`config.mk`:
```
export PLATFORM = sky130hd
export DESIGN_NAME = spi_reg_writer
export DESIGN_NICKNAME = d
export VERILOG_FILES = /design/src/rtl/reg_map_pkg.sv /design/src/rtl/spi_sync_edge.sv /design/src/rtl/spi_reg_writer.sv
export SDC_FILE = /design/constraint.sdc
export NUM_CORES = 1
export LEC_CHECK = 0
export ABC_AREA = 1
export BUFFER_PORTS_ARGS = -buffer_cell sky130_fd_sc_hd__buf_2
export CAP_MARGIN = 25
export CORE_MARGIN = 5
export CORE_UTILIZATION = 50
export DETAILED_ROUTE_END_ITERATION = 16
export GPL_ROUTABILITY_DRIVEN = 0
export PLACE_DENSITY = 0.73
export REMOVE_ABC_BUFFERS = 1
export SETUP_SLACK_MARGIN = 0.3
export SLEW_MARGIN = 20
export SYNTH_ARGS = -nofsm -noshare
export SYNTH_HDL_FRONTEND = slang
export SYNTH_HIERARCHICAL = 1
export SYNTH_SLANG_ARGS = --single-unit
```
`constraint.sdc`:
```
create_clock -name clk -period 2.2 [get_ports clk]
set_input_delay 0.22 -clock clk [delete_from_list [all_inputs] [get_ports clk]]
set_output_delay 0.22 -clock clk [all_outputs]
set_load 0.02 [all_outputs]
```
`src/rtl/reg_map_pkg.sv`:
```
// Shared register-map definitions for the SPI register writer and reg_map:
// address constants, command bit positions, FSM encoding and address helpers.
package reg_map_pkg;

    localparam int NUM_REGS = 31;

    // Each band gain is 24 bits wide, stored LSB first in three consecutive bytes
    localparam int GAIN_BYTES = 3;

    localparam logic [6:0] CFG        = 7'd0;
    localparam logic [6:0] GAIN1_LSB  = 7'd1;
    localparam logic [6:0] GAIN1_MID  = 7'd2;
    localparam logic [6:0] GAIN1_MSB  = 7'd3;
    localparam logic [6:0] GAIN10_LSB = 7'd28;
    localparam logic [6:0] GAIN10_MID = 7'd29;
    localparam logic [6:0] GAIN10_MSB = 7'd30;

    localparam int CMD_RW_BIT   = 7;
    localparam int CMD_ADDR_MSB = 6;

    typedef logic [1:0] state_t;
    localparam state_t ST_IDLE    = 2'd0;
    localparam state_t ST_CMD     = 2'd1;
    localparam state_t ST_DATA    = 2'd2;
    localparam state_t ST_DISCARD = 2'd3;
    localparam state_t ST_READ    = 2'd3;

    function automatic logic [6:0] gain_lsb(input int band);
        return 7'(GAIN1_LSB + GAIN_BYTES * (band - 1));
    endfunction

    function automatic logic addr_valid(input logic [6:0] a, input int nregs);
        return int'(a) < nregs;
    endfunction

    // Wraps at the end of the register map, and naturally at 127 for out-of-range starts
    function automatic logic [6:0] next_addr(input logic [6:0] a, input int nregs);
        if (int'(a) == nregs - 1) begin
            return 7'd0;
        end else begin
            return a + 7'd1;
        end
    endfunction

endpackage

```
`src/rtl/spi_sync_edge.sv`:
```
// Two-flop synchronizers for the SPI pins plus registered SCLK edge pulses and
// chip-select edge flags that stay quiet until the sync chain holds real samples.
module spi_sync_edge (
    input  logic clk,
    input  logic rst,
    input  logic sclk_i,
    input  logic cs_n_i,
    input  logic mosi_i,
    output logic sclk_rise_o,
    output logic sclk_fall_o,
    output logic mosi_o,
    output logic cs_n_o,
    output logic cs_rise_o,
    output logic cs_fall_o
);

    logic [2:0] sclk_q;
    logic [2:0] cs_q;
    logic [1:0] mosi_q;
    logic       sclk_rise_q;
    logic       sclk_fall_q;
    logic       mosi_smp_q;
    logic [1:0] prime_q;
    logic       primed_s;

    // Sync chains, edge registers and post-reset priming counter
    always_ff @(posedge clk) begin
        if (rst) begin
            sclk_q      <= 3'b000;
            cs_q        <= 3'b111;
            mosi_q      <= 2'b00;
            sclk_rise_q <= 1'b0;
            sclk_fall_q <= 1'b0;
            mosi_smp_q  <= 1'b0;
            prime_q     <= 2'd0;
        end else begin
            sclk_q      <= {sclk_q[1:0], sclk_i};
            cs_q        <= {cs_q[1:0], cs_n_i};
            mosi_q      <= {mosi_q[0], mosi_i};
            sclk_rise_q <= sclk_q[1] & ~sclk_q[2];
            sclk_fall_q <= ~sclk_q[1] & sclk_q[2];
            mosi_smp_q  <= mosi_q[1];
            prime_q     <= (prime_q == 2'd3) ? prime_q : prime_q + 2'd1;
        end
    end

    // A CS edge only counts once both compared stages hold real pin samples,
    // so a reset in the middle of a frame never looks like a fresh CS fall.
    assign primed_s    = (prime_q == 2'd3);
    assign cs_rise_o   = primed_s & cs_q[1] & ~cs_q[2];
    assign cs_fall_o   = primed_s & ~cs_q[1] & cs_q[2];
    assign cs_n_o      = cs_q[1];
    assign sclk_rise_o = sclk_rise_q;
    assign sclk_fall_o = sclk_fall_q;
    assign mosi_o      = mosi_smp_q;

endmodule

```
`src/rtl/spi_reg_writer.sv`:
```
// SPI mode-0 slave that turns host frames into one-cycle byte writes for reg_map.
// Optional read frames are enabled by defining SPI_READBACK_EN.
module spi_reg_writer
    import reg_map_pkg::*;
#(
    parameter int ADDR_WIDTH = 31,
    parameter int NUM_REGS   = reg_map_pkg::NUM_REGS
) (
    input  logic                  clk,
    input  logic                  rst,
    input  logic                  spi_sclk,
    input  logic                  spi_cs_n,
    input  logic                  spi_mosi,
    output logic                  we,
    output logic [ADDR_WIDTH-1:0] addr,
    output logic [7:0]            data_in,
    output logic                  busy,
    output logic                  frame_err
`ifdef SPI_READBACK_EN
    ,
    input  logic [7:0]            rd_data,
    output logic                  spi_miso
`endif
);

    logic sclk_rise_s, sclk_fall_s, mosi_s, cs_n_s, cs_rise_s, cs_fall_s;

    spi_sync_edge u_sync (
        .clk         (clk),
        .rst         (rst),
        .sclk_i      (spi_sclk),
        .cs_n_i      (spi_cs_n),
        .mosi_i      (spi_mosi),
        .sclk_rise_o (sclk_rise_s),
        .sclk_fall_o (sclk_fall_s),
        .mosi_o      (mosi_s),
        .cs_n_o      (cs_n_s),
        .cs_rise_o   (cs_rise_s),
        .cs_fall_o   (cs_fall_s)
    );

    state_t                state_q, state_d;
    logic [2:0]            bit_cnt_q, bit_cnt_d;
    logic [6:0]            shift_q, shift_d;
    logic [6:0]            cur_addr_q, cur_addr_d;
    logic                  we_q, we_d;
    logic [ADDR_WIDTH-1:0] addr_q, addr_d;
    logic [7:0]            data_q, data_d;
    logic                  frame_err_q, frame_err_d;
    logic [7:0]            byte_s;
    logic [6:0]            next_s;

`ifdef SPI_READBACK_EN
    logic [7:0] miso_shift_q, miso_shift_d;
    logic       miso_q, miso_d;
    logic       load_q, load_d;
`else
    logic       unused_fall_s;
    assign unused_fall_s = sclk_fall_s;
`endif

    assign byte_s = {shift_q, mosi_s};
    assign next_s = next_addr(cur_addr_q, NUM_REGS);

    // Frame FSM, bit counter and write-port next state
    always_comb begin
        state_d     = state_q;
        bit_cnt_d   = bit_cnt_q;
        shift_d     = shift_q;
        cur_addr_d  = cur_addr_q;
        we_d        = 1'b0;
        addr_d      = addr_q;
        data_d      = data_q;
        frame_err_d = 1'b0;
`ifdef SPI_READBACK_EN
        miso_shift_d = miso_shift_q;
        miso_d       = miso_q;
        load_d       = 1'b0;
`endif
        if (cs_rise_s) begin
            state_d     = ST_IDLE;
            bit_cnt_d   = 3'd0;
            frame_err_d = (state_q != ST_IDLE) && (bit_cnt_q != 3'd0);
        end else if (cs_fall_s) begin
            state_d   = ST_CMD;
            bit_cnt_d = 3'd0;
        end else if (sclk_rise_s && (state_q != ST_IDLE)) begin
            shift_d   = byte_s[6:0];
            bit_cnt_d = bit_cnt_q + 3'd1;
            if (bit_cnt_q == 3'd7) begin
                case (state_q)
                    ST_CMD: begin
                        cur_addr_d = byte_s[CMD_ADDR_MSB:0];
                        if (byte_s[CMD_RW_BIT] == 1'b0) begin
                            state_d = ST_DATA;
                        end else begin
`ifdef SPI_READBACK_EN
                            state_d = ST_READ;
                            addr_d  = {{(ADDR_WIDTH-7){1'b0}}, byte_s[CMD_ADDR_MSB:0]};
                            load_d  = 1'b1;
`else
                            state_d = ST_DISCARD;
`endif
                        end
                    end
                    ST_DATA: begin
                        if (addr_valid(cur_addr_q, NUM_REGS)) begin
                            we_d   = 1'b1;
                            addr_d = {{(ADDR_WIDTH-7){1'b0}}, cur_addr_q};
                            data_d = byte_s;
                        end else begin
                            we_d = 1'b0;
                        end
                        cur_addr_d = next_s;
                    end
                    ST_DISCARD: begin
`ifdef SPI_READBACK_EN
                        cur_addr_d = next_s;
                        addr_d     = {{(ADDR_WIDTH-7){1'b0}}, next_s};
                        load_d     = 1'b1;
`else
                        cur_addr_d = cur_addr_q;
`endif
                    end
                    default: state_d = ST_IDLE;
                endcase
            end else begin
                cur_addr_d = cur_addr_q;
            end
        end else begin
            state_d = state_q;
        end
`ifdef SPI_READBACK_EN
        // Read data is captured the cycle after addr settles, then shifted out on SCLK falls
        if (load_q) begin
            miso_shift_d = addr_valid(cur_addr_q, NUM_REGS) ? rd_data : 8'h00;
        end else if (sclk_fall_s && (state_q == ST_READ)) begin
            miso_d       = miso_shift_q[7];
            miso_shift_d = {miso_shift_q[6:0], 1'b0};
        end else begin
            miso_shift_d = miso_shift_q;
        end
        if (state_d != ST_READ) begin
            miso_d = 1'b0;
        end else begin
            miso_d = miso_d;
        end
`endif
    end

    // State and output registers
    always_ff @(posedge clk) begin
        if (rst) begin
            state_q     <= ST_IDLE;
            bit_cnt_q   <= 3'd0;
            shift_q     <= 7'd0;
            cur_addr_q  <= 7'd0;
            we_q        <= 1'b0;
            addr_q      <= '0;
            data_q      <= 8'h00;
            frame_err_q <= 1'b0;
`ifdef SPI_READBACK_EN
            miso_shift_q <= 8'h00;
            miso_q       <= 1'b0;
            load_q       <= 1'b0;
`endif
        end else begin
            state_q     <= state_d;
            bit_cnt_q   <= bit_cnt_d;
            shift_q     <= shift_d;
            cur_addr_q  <= cur_addr_d;
            we_q        <= we_d;
            addr_q      <= addr_d;
            data_q      <= data_d;
            frame_err_q <= frame_err_d;
`ifdef SPI_READBACK_EN
            miso_shift_q <= miso_shift_d;
            miso_q       <= miso_d;
            load_q       <= load_d;
`endif
        end
    end

    assign we        = we_q;
    assign addr      = addr_q;
    assign data_in   = data_q;
    assign frame_err = frame_err_q;
    assign busy      = ~cs_n_s;
`ifdef SPI_READBACK_EN
    assign spi_miso  = miso_q;
`endif

endmodule

```
## Word level (Yosys, flattened, before mapping)

Index checks and enable logic that the tools add are counted.

| word-level totals | value |
|---|---|
| output and inout port bits | 42 |
| register bits | 48 |
| logic and storage cells | 65 |

| cells by class | value |
|---|---|
| order comparisons | 1 |
| reduce and logical (&&, ||, !) cells | 17 |
| $add $sub $neg | 3 |
| mux-type cells | 8 |
| bitwise logic cells | 14 |
| equality and inequality tests | 7 |

Operators with widths:

| kind | number |
|---|---|
| case mux 7 bit (2 select lines) | 1 |
| inverter 1 bit | 9 |
| AND reduction 3 bit | 3 |
| nonzero test 2 bit | 4 |
| adder 7 x 1 -> 7 bit, second input constant | 1 |
| == test 7 x 6 -> 1 bit, second input constant | 1 |
| less-than comparator 7 x 5 -> 1 bit, second input constant | 1 |
| 2-to-1 mux 7 bit | 1 |
| == test 2 bit, second input constant | 3 |
| AND reduction 6 bit | 1 |
| OR reduction 2 bit | 3 |
| OR reduction 6 bit | 1 |
| bitwise AND 1 bit | 5 |
| 2-to-1 mux 1 bit | 5 |
| AND reduction 5 bit | 1 |
| case mux 2 bit (2 select lines) | 1 |
| adder 3 x 1 -> 3 bit, second input constant | 1 |
| == test 3 bit, second input constant | 1 |
| nonzero test 3 bit | 1 |
| OR reduction 3 bit | 1 |
| adder 2 x 1 -> 2 bit, second input constant | 1 |
| == test 2 x 1 -> 1 bit, second input constant | 1 |
| logical AND 1 bit | 2 |
| inequality test 2 x 1 -> 1 bit, second input constant | 1 |

## Depth between registers and ports, before layout

Gate-level depths: netlist of the first run.

| logic depth | value |
|---|---|
| depth in word-level cells | 6 |
| gate-level depth with buffers | 10 |

## Cells and area by module

The synthesis of the first run kept the hierarchy.

Modules (own cells, without submodules):

| module | cells an instance | area each (um^2) | seq. area each (um^2) | instances |
|---|---|---|---|---|
| spi_reg_writer | 273 | 1993.2 | 720.7 | 1 |
| spi_sync_edge | 48 | 415.4 | 260.2 | 1 |

## Worst setup path before layout of the first run

No wires, ideal clock.

| path | value |
|---|---|
| path kind | reg-to-reg |
| from | register u_sync.prime_q[0] |
| to | register addr_q[1] (netlist: addr[1]) |
| buffers on the path | 1 |
| clock period less this slack | 1.715 ns |
| path slack | 0.485 ns |
| cell stages (with the launch flop) | 10 |
| arrival time | 1.600 ns |
| data required time | 2.085 ns |
| cells stage by stage | dfxtp_1 > ha_1 > inv_1 > nor3_1 > nor2_4 > nand2_4 > nor2_8 > buf_6 > a21oi_1 > nor2_1 |

| between the ends | value |
|---|---|
| longest elaborated chain between the ends | 5 |
| elaborated cells between the ends (all ways) | 8 |

RTL lines:

| what | RTL line | text |
|---|---|---|
| start: declaration | spi_sync_edge.sv:23 | `logic [1:0] prime_q;` |
| start signal: assignment | spi_sync_edge.sv:43 | `prime_q <= (prime_q == 2'd3) ? prime_q : prime_q + 2'd1;` |
| == test 2 bit | spi_sync_edge.sv:49 | `assign primed_s = (prime_q == 2'd3);` |
| bitwise AND 1 bit (2 in series) | spi_sync_edge.sv:50 | `assign cs_rise_o = primed_s & cs_q[1] & ~cs_q[2];` |
| via cs_rise_s | spi_reg_writer.sv:26 | `logic sclk_rise_s, sclk_fall_s, mosi_s, cs_n_s, cs_rise_s, cs_fall_s;` |
| inverter 1 bit (no source line) | -- |  |
| AND reduction 6 bit (no source line) | -- |  |
| end signal: assignment | spi_reg_writer.sv:173 | `addr_q <= addr_d;` |
| end: declaration | spi_reg_writer.sv:47 | `logic [ADDR_WIDTH-1:0] addr_q, addr_d;` |

The timed path passes the listed nets, and every way through them passes these cells.
A chain may end at the register's enable or synchronous reset.

## Worst setup path after layout of the first run

| path | value |
|---|---|
| from | register u_sync.prime_q[0] |
| to | register data_q[5] (netlist: data_in[5]) |

| between the ends | value |
|---|---|
| longest elaborated chain between the ends | 5 |
| elaborated cells between the ends (all ways) | 8 |

RTL lines:

| what | RTL line | text |
|---|---|---|
| == test 2 bit | spi_sync_edge.sv:49 |  |
| bitwise AND 1 bit (2 in series) | spi_sync_edge.sv:50 |  |
| via cs_rise_s | spi_reg_writer.sv:26 |  |
| inverter 1 bit (no source line) | -- |  |
| AND reduction 6 bit (no source line) | -- |  |
| end signal: assignment | spi_reg_writer.sv:174 | `data_q <= data_d;` |
| end: declaration | spi_reg_writer.sv:48 | `logic [7:0] data_q, data_d;` |

The timed path passes the listed nets, and every way through them passes these cells.

==> results.yml, run 1 <==
min_path:
  hold_path_depth: 2
  min-delay-path-class: "input pin to flip-flop"
  hold-path-endpoint: "u_sync/cs_q[0]"
  hp-start: "spi_cs_n"
finish:
  fin_cells: 396
  diodes: 0
  synthToLayoutAreaGrowth_pct: 8.775
  num-fill-cells: 421
  design_area_um2: 2590
  fin_nets: 357
  drive_gt1_share_pct: 14.04
timing:
  worst_slack_ns: 0.3839
  worst_pin_slew_ns: 0.4978
  maxSlewHeadroom_pct: 66.70
  hold_slack_ns: 0.1038
  fin_crit_sh_pct: 82.55
  setup_viol: 0
  hold_violations: 0
  slew_viol_final: 0
  timing.fmax_mhz: 550.6
  fin_crit_ns: 1.816
  rsz0062_at_grt: "yes"
  setup-tns-final_ns: 0
  fin_worst_skew_ns: 0.005244
setup_path:
  critPathArrivalTime_ns: 2.01
  crit_type: "flip-flop to flip-flop"
  r2r_cells: 10
  ff2ff_setup_slack_ns: 0.38
  rr_startpoint: "u_sync/prime_q[0]"
  rr_endpoint: "data_in[5]"
  cp-end-kind: "flip-flop"
  cp-start-kind: "flip-flop"
  crit_fanout: 16
  required_ns: 2.40
global_routing:
  grt_pass1_wl_mm: 7.279
  overflow: 0
  grt_max_degree: 28
  grtUsageMet3_pct: 3.288
  grt_pass1_vias: 1603
  grt_use_total_pct: 14.39
  use_met2_pct: 22.90
  gr-usage-met1_pct: 19.49
  grt.busiest_layer: "met2"
  antenna_found_initial: 0
drt:
  drc: 0
  avgViaCountPerCell: 4.629
  antenna_left: 0
  vias: 1833
  drt_iter0_markers: 116
  wl_per_cell_um: 11.09
  dr.pass1.iters: 4
  wl_mm: 4.390
place:
  dp_hpwl_mm: 2.914
  place_ws_ns: 0.2901
  dp.cells: 385
  placed_cell_area_um2: 2401
  io_buffers: 22
outcome:
  outcome: "finished, final reports clean"
yosys:
  syn_inst: 318
  syn_avg_cell_area_um2: 7.488
  syn-cell-area_um2: 2381
  yosys_warnings: 6
floorplanning:
  row_count: 25
  fp.dieW_um: 79.01
  ios: 47
  die_area_um2: 6242
  fp.dieH_um: 79.01
  core-area_um2: 4661
  initial_core_util_pct: 51.09
pwr:
  peakVddDrop_mv: 0.4950
  p_leak_nw: 1.263
  power_density_nw_per_um2: 677.6
clock_tree:
  clock_latency_ns: 0.30
  cts-htree-levels: 2
  cts_hold_buf: 0
  cts_root_buffer: "clkbuf_8"
  cts_made_buffers: 5
  clkTransAtPathRegs_ns: 0.09
  numClockSinks: 48
  cts_tree: "yes"
  cts_buffer_depth: 2
run:
  cap_violations: 0
-- per-layer routing --
metal	up-vias	wire, um
li1	985	-
met1	800	2000
met2	46	2120
met3	2	239
met4	0	29
met5	-	0
-- sequential cells by signal (all words and copies together), names as in the netlist, 3 cells and up --
register,count
addr,7
bit_cnt_q,3
u_sync/sclk_q,3
u_sync/cs_q,3
cur_addr_q,7
data_in,8
shift_q,7
-- worst max-delay path by stage --
| stage | endpoint | depth (start not counted) | startpoint | slack (ns) |
|---|---|---|---|---|
| after detailed placement | addr[5] | 10 | u_sync/prime_q[0] | 0.29 |
| after CTS | addr[6] | 10 | u_sync/prime_q[0] | 0.30 |
| after global routing | addr[3] | 10 | u_sync/prime_q[0] | 0.26 |
| after global placement | addr[6] | 10 | u_sync/prime_q[0] | 0.35 |
| after floorplan | addr[1] | 8 | u_sync/prime_q[0] | 0.52 |
| final | data_in[5] | 10 | u_sync/prime_q[0] | 0.38 |
-- cells in the final DEF, fill, tap and decap left out, types with 2 or more instances in the layout --
cell,count
conb_1,24
buf_2,22
nand3_1,21
a21oi_2,3
clkbuf_8,5
o21ai_0,11
buf_4,3
nand2_1,56
xor2_1,3
inv_1,36
bufinv_16,2
nor2_1,48
a21oi_1,29
dfxtp_1,48
nor2_4,4
nor3_1,3
ha_1,11
-- layout make-up --
class	count	area (um2)	share of cell area, %
well taps	54	67.56	2.609
multi-input cells	222	1129	43.57
clock buffers	5	68.82	2.657
inverters	38	142.6	5.507
flip-flops and latches	48	960.9	37.10
clock inverters	3	68.82	2.657
repair buffers	26	152.6	5.894
-- metrics by stage --
step	power [mW]	utilization [%]
CTS	1.772	54.47
floorplan	0.9896	-
global placement	1.007	51.52
detailed placement	1.010	51.52
global route	1.839	55.57
finish	1.755	55.57
-- report_power, final --
part	internal, mW	switching (mW)
Combinational	0.0242	0.0777
Clock	0.458	0.306
Sequential	0.883	0.00703
-- critical path, cell delays in order, from the launching register on --
cell     delay (ns)
dfxtp_1        0.37
ha_1           0.23
inv_1          0.09
nor3_1         0.18
buf_4          0.16
nor2_4         0.06
nand2_4        0.21
nor2_4         0.06
buf_12         0.16
a21oi_1        0.13
nor2_1         0.06
-- timing repair --
action | in CTS | in global routing
gates resized for setup | 0 | 1
pin swaps | 1 | 2
cloned | 0 | 2
buffers inserted | 0 | 1
setup endpoints to repair | 3 | 22
No activity file was read; power rests on OpenSTA's default activity.
==> run 2, diff against run 1 <==
--- a/config.mk
+++ b/config.mk
@@ -5,14 +5,14 @@
 export SDC_FILE = /design/constraint.sdc
 export NUM_CORES = 1
 export LEC_CHECK = 0
-export ABC_AREA = 1
+export ABC_AREA = 0
 export BUFFER_PORTS_ARGS = -buffer_cell sky130_fd_sc_hd__buf_2
 export CAP_MARGIN = 25
 export CORE_MARGIN = 5
 export CORE_UTILIZATION = 50
 export DETAILED_ROUTE_END_ITERATION = 16
 export GPL_ROUTABILITY_DRIVEN = 0
-export PLACE_DENSITY = 0.73
+export PLACE_DENSITY = 0.74
 export REMOVE_ABC_BUFFERS = 1
 export SETUP_SLACK_MARGIN = 0.3
 export SLEW_MARGIN = 20
==> constraint.sdc (replaced) <==
create_clock -name clk -period 1.7 [get_ports clk]
set_input_delay 0.17 -clock clk [delete_from_list [all_inputs] [get_ports clk]]
set_output_delay 0.17 -clock clk [all_outputs]
set_load 0.02 [all_outputs]
==> run 2 against run 1 <==
Compared with the run above: the run now ends with setup timing left; final cell count is 11% lower; critical path depth is 2 lower; design area increased by 9.9%; setup slack got worse by 0.43 ns; non-clock buffer count up 26; fmax grew 4.3%; synthesized area decreased by 7.2%; sequential cell count unchanged; wire length rose by 14%; critical path type unchanged; critical endpoint is now cur_addr_q[6].
==> results.yml, run 2 <==
outcome:
  outcome: "finished, violations left"
  violations: "setup timing"
pwr:
  power.total_mw: 2.095
  peakVddDrop_mv: 0.5792
  power_density_nw_per_um2: 736.0
  p_leak_nw: 1.161
clock_tree:
  cts_hold_buf: 0
  clkTransAtPathRegs_ns: 0.09
  numClockSinks: 48
  cts-htree-levels: 2
  clock_latency_ns: 0.30
  cts_buffer_depth: 2
  cts_tree: "yes"
  cts_root_buffer: "clkbuf_8"
  cts_made_buffers: 5
drt:
  wl_per_cell_um: 14.13
  wl_mm: 4.988
  vias: 1828
  drt_iter0_markers: 147
  antenna_left: 0
  drc: 0
  avgViaCountPerCell: 5.178
  dr.pass1.iters: 4
setup_path:
  crit_path_top_delay_cell: "dfxtp_2"
  crit_fanout: 5
  cp-end-kind: "flip-flop"
  required_ns: 1.88
  cp-start-kind: "flip-flop"
  r2r_cells: 8
  crit_type: "flip-flop to flip-flop"
  crit_path_max_incr_delay_ns: 0.34
  worstPathCellList: "ha_4 > and3b_2 > nor4b_4 > buf_4 > and3_4 > buf_6 > a21bo_4 > a21oi_2"
  critPathArrivalTime_ns: 1.92
timing:
  slew_viol_final: 0
  hold_violations: 0
  setup-tns-final_ns: -0.2379
  setup_viol: 17
  fin_worst_skew_ns: 0.008854
  worst_slack_ns: -0.04178
  fin_crit_ns: 1.742
  timing.fmax_mhz: 574.1
  fin_crit_sh_pct: 102.5
  rsz0062_at_grt: "yes"
floorplanning:
  fp.dieH_um: 76.48
  row_count: 24
  fp.dieW_um: 76.48
  ios: 47
  core-area_um2: 4324
  die_area_um2: 5848
  initial_core_util_pct: 51.10
place:
  dp_hpwl_mm: 3.018
  io_buffers: 22
finish:
  mostFrequentLayoutCells: "dfxtp_1, nand2_1, conb_1"
  fin_nets: 318
  mostFrequentLayoutCell: "dfxtp_1"
  diodes: 0
  synthToLayoutAreaGrowth_pct: 28.82
  largest_reg_flops: 8
  drive_gt1_share_pct: 38.54
global_routing:
  grt_pass1_wl_mm: 8.052
  grt_max_degree: 26
  grt_use_total_pct: 16.92
  antenna_found_initial: 0
  overflow: 0
  grt_pass1_vias: 1750
yosys:
  syn-cell-area_um2: 2210
  syn_avg_cell_area_um2: 8.665
  yosys_warnings: 6
  syn_inst: 255
min_path:
  min-delay-path-class: "input pin to flip-flop"
  hold_path_depth: 2
run:
  cap_violations: 0
-- run 2: cell types whose count changed in the layout (fill, tap and decap cells not counted), moves of 6 or more --
| cell | before | now |
|---|---|---|
| nor2_1 | 48 | 16 |
| nand2_1 | 56 | 26 |
| inv_1 | 36 | 7 |
| a21oi_1 | 29 | 8 |
| buf_4 | 3 | 20 |
| nand3_1 | 21 | 6 |
| nand2_2 | 1 | 14 |
| nor2b_1 | 0 | 11 |
| a21oi_2 | 3 | 13 |
| o21ai_0 | 11 | 2 |
| buf_6 | 0 | 6 |
-- run 2: area by class of cell --
type,instances,area (um2)
clock buffer,5,68.82
clock inverter,1,30.03
fill,333,1478
inverter,9,33.78
multi-input combinational,186,1271
sequential,48,967.2
tap,52,65.06
timing repair buffer,52,410.4
-- run 2: critical path, delay by kind of cell (launching register included) --
kind | cells | cell delay, ns
compound gates | 2 | 0.16
fa+ha+maj | 1 | 0.16
buf+inv | 2 | 0.31
flops | 1 | 0.34
simple gates | 3 | 0.65
-- run 2: per-layer routing --
layer	global-route usage, %	vias to the layer above	share of wire [%]
li1	-	889	-
met1	19.64	880	44
met5	0	-	0
met4	8.042	0	2.0
met2	28.51	49	49
met3	4.728	10	5.0
-- run 2: power by group --
group | total [mW] | internal, mW | switching (mW)
sequential | 1.16 | 1.15 | 0.0144
clock | 0.784 | 0.422 | 0.362
combinational | 0.150 | 0.0540 | 0.0962
total | 2.10 | 1.62 | 0.473
-- run 2: timing repair --
action,in CTS,in global routing
pin swaps,27,18
endpoints found under the setup margin,35,35
cloned,2,0
buffers inserted,5,2
resized for setup,43,28
-- run 2: metrics by stage --
| stage | setup slack (ns) | hold WS (ns) | std cells | cell area, um2 | utilization (%) |
|---|---|---|---|---|---|
| floorplan | -0.2521 | 0.2346 | 243 | 2053 | - |
| global placement | 0.02424 | 0.3485 | 338 | 2411 | 55.76 |
| detailed placement | -0.06677 | 0.3494 | 338 | 2411 | 55.76 |
| CTS | -0.04127 | 0.03695 | 351 | 2729 | 63.11 |
| global route | -0.1292 | 0.04463 | 353 | 2846 | 65.83 |
| finish | -0.04178 | 0.04601 | 353 | 2846 | 65.83 |
-- run 2: worst paths after layout --
| kind | start | to | slack [ns] |
|---|---|---|---|
| setup / recovery | u_sync/prime_q[0] | cur_addr_q[6] | -0.04 |
| hold / removal | spi_cs_n | u_sync/cs_q[0] | 0.05 |
| hold reg to reg | u_sync/cs_q[0] | u_sync/cs_q[1] | 0.40 |
| setup reg to reg | u_sync/prime_q[0] | cur_addr_q[6] | -0.04 |
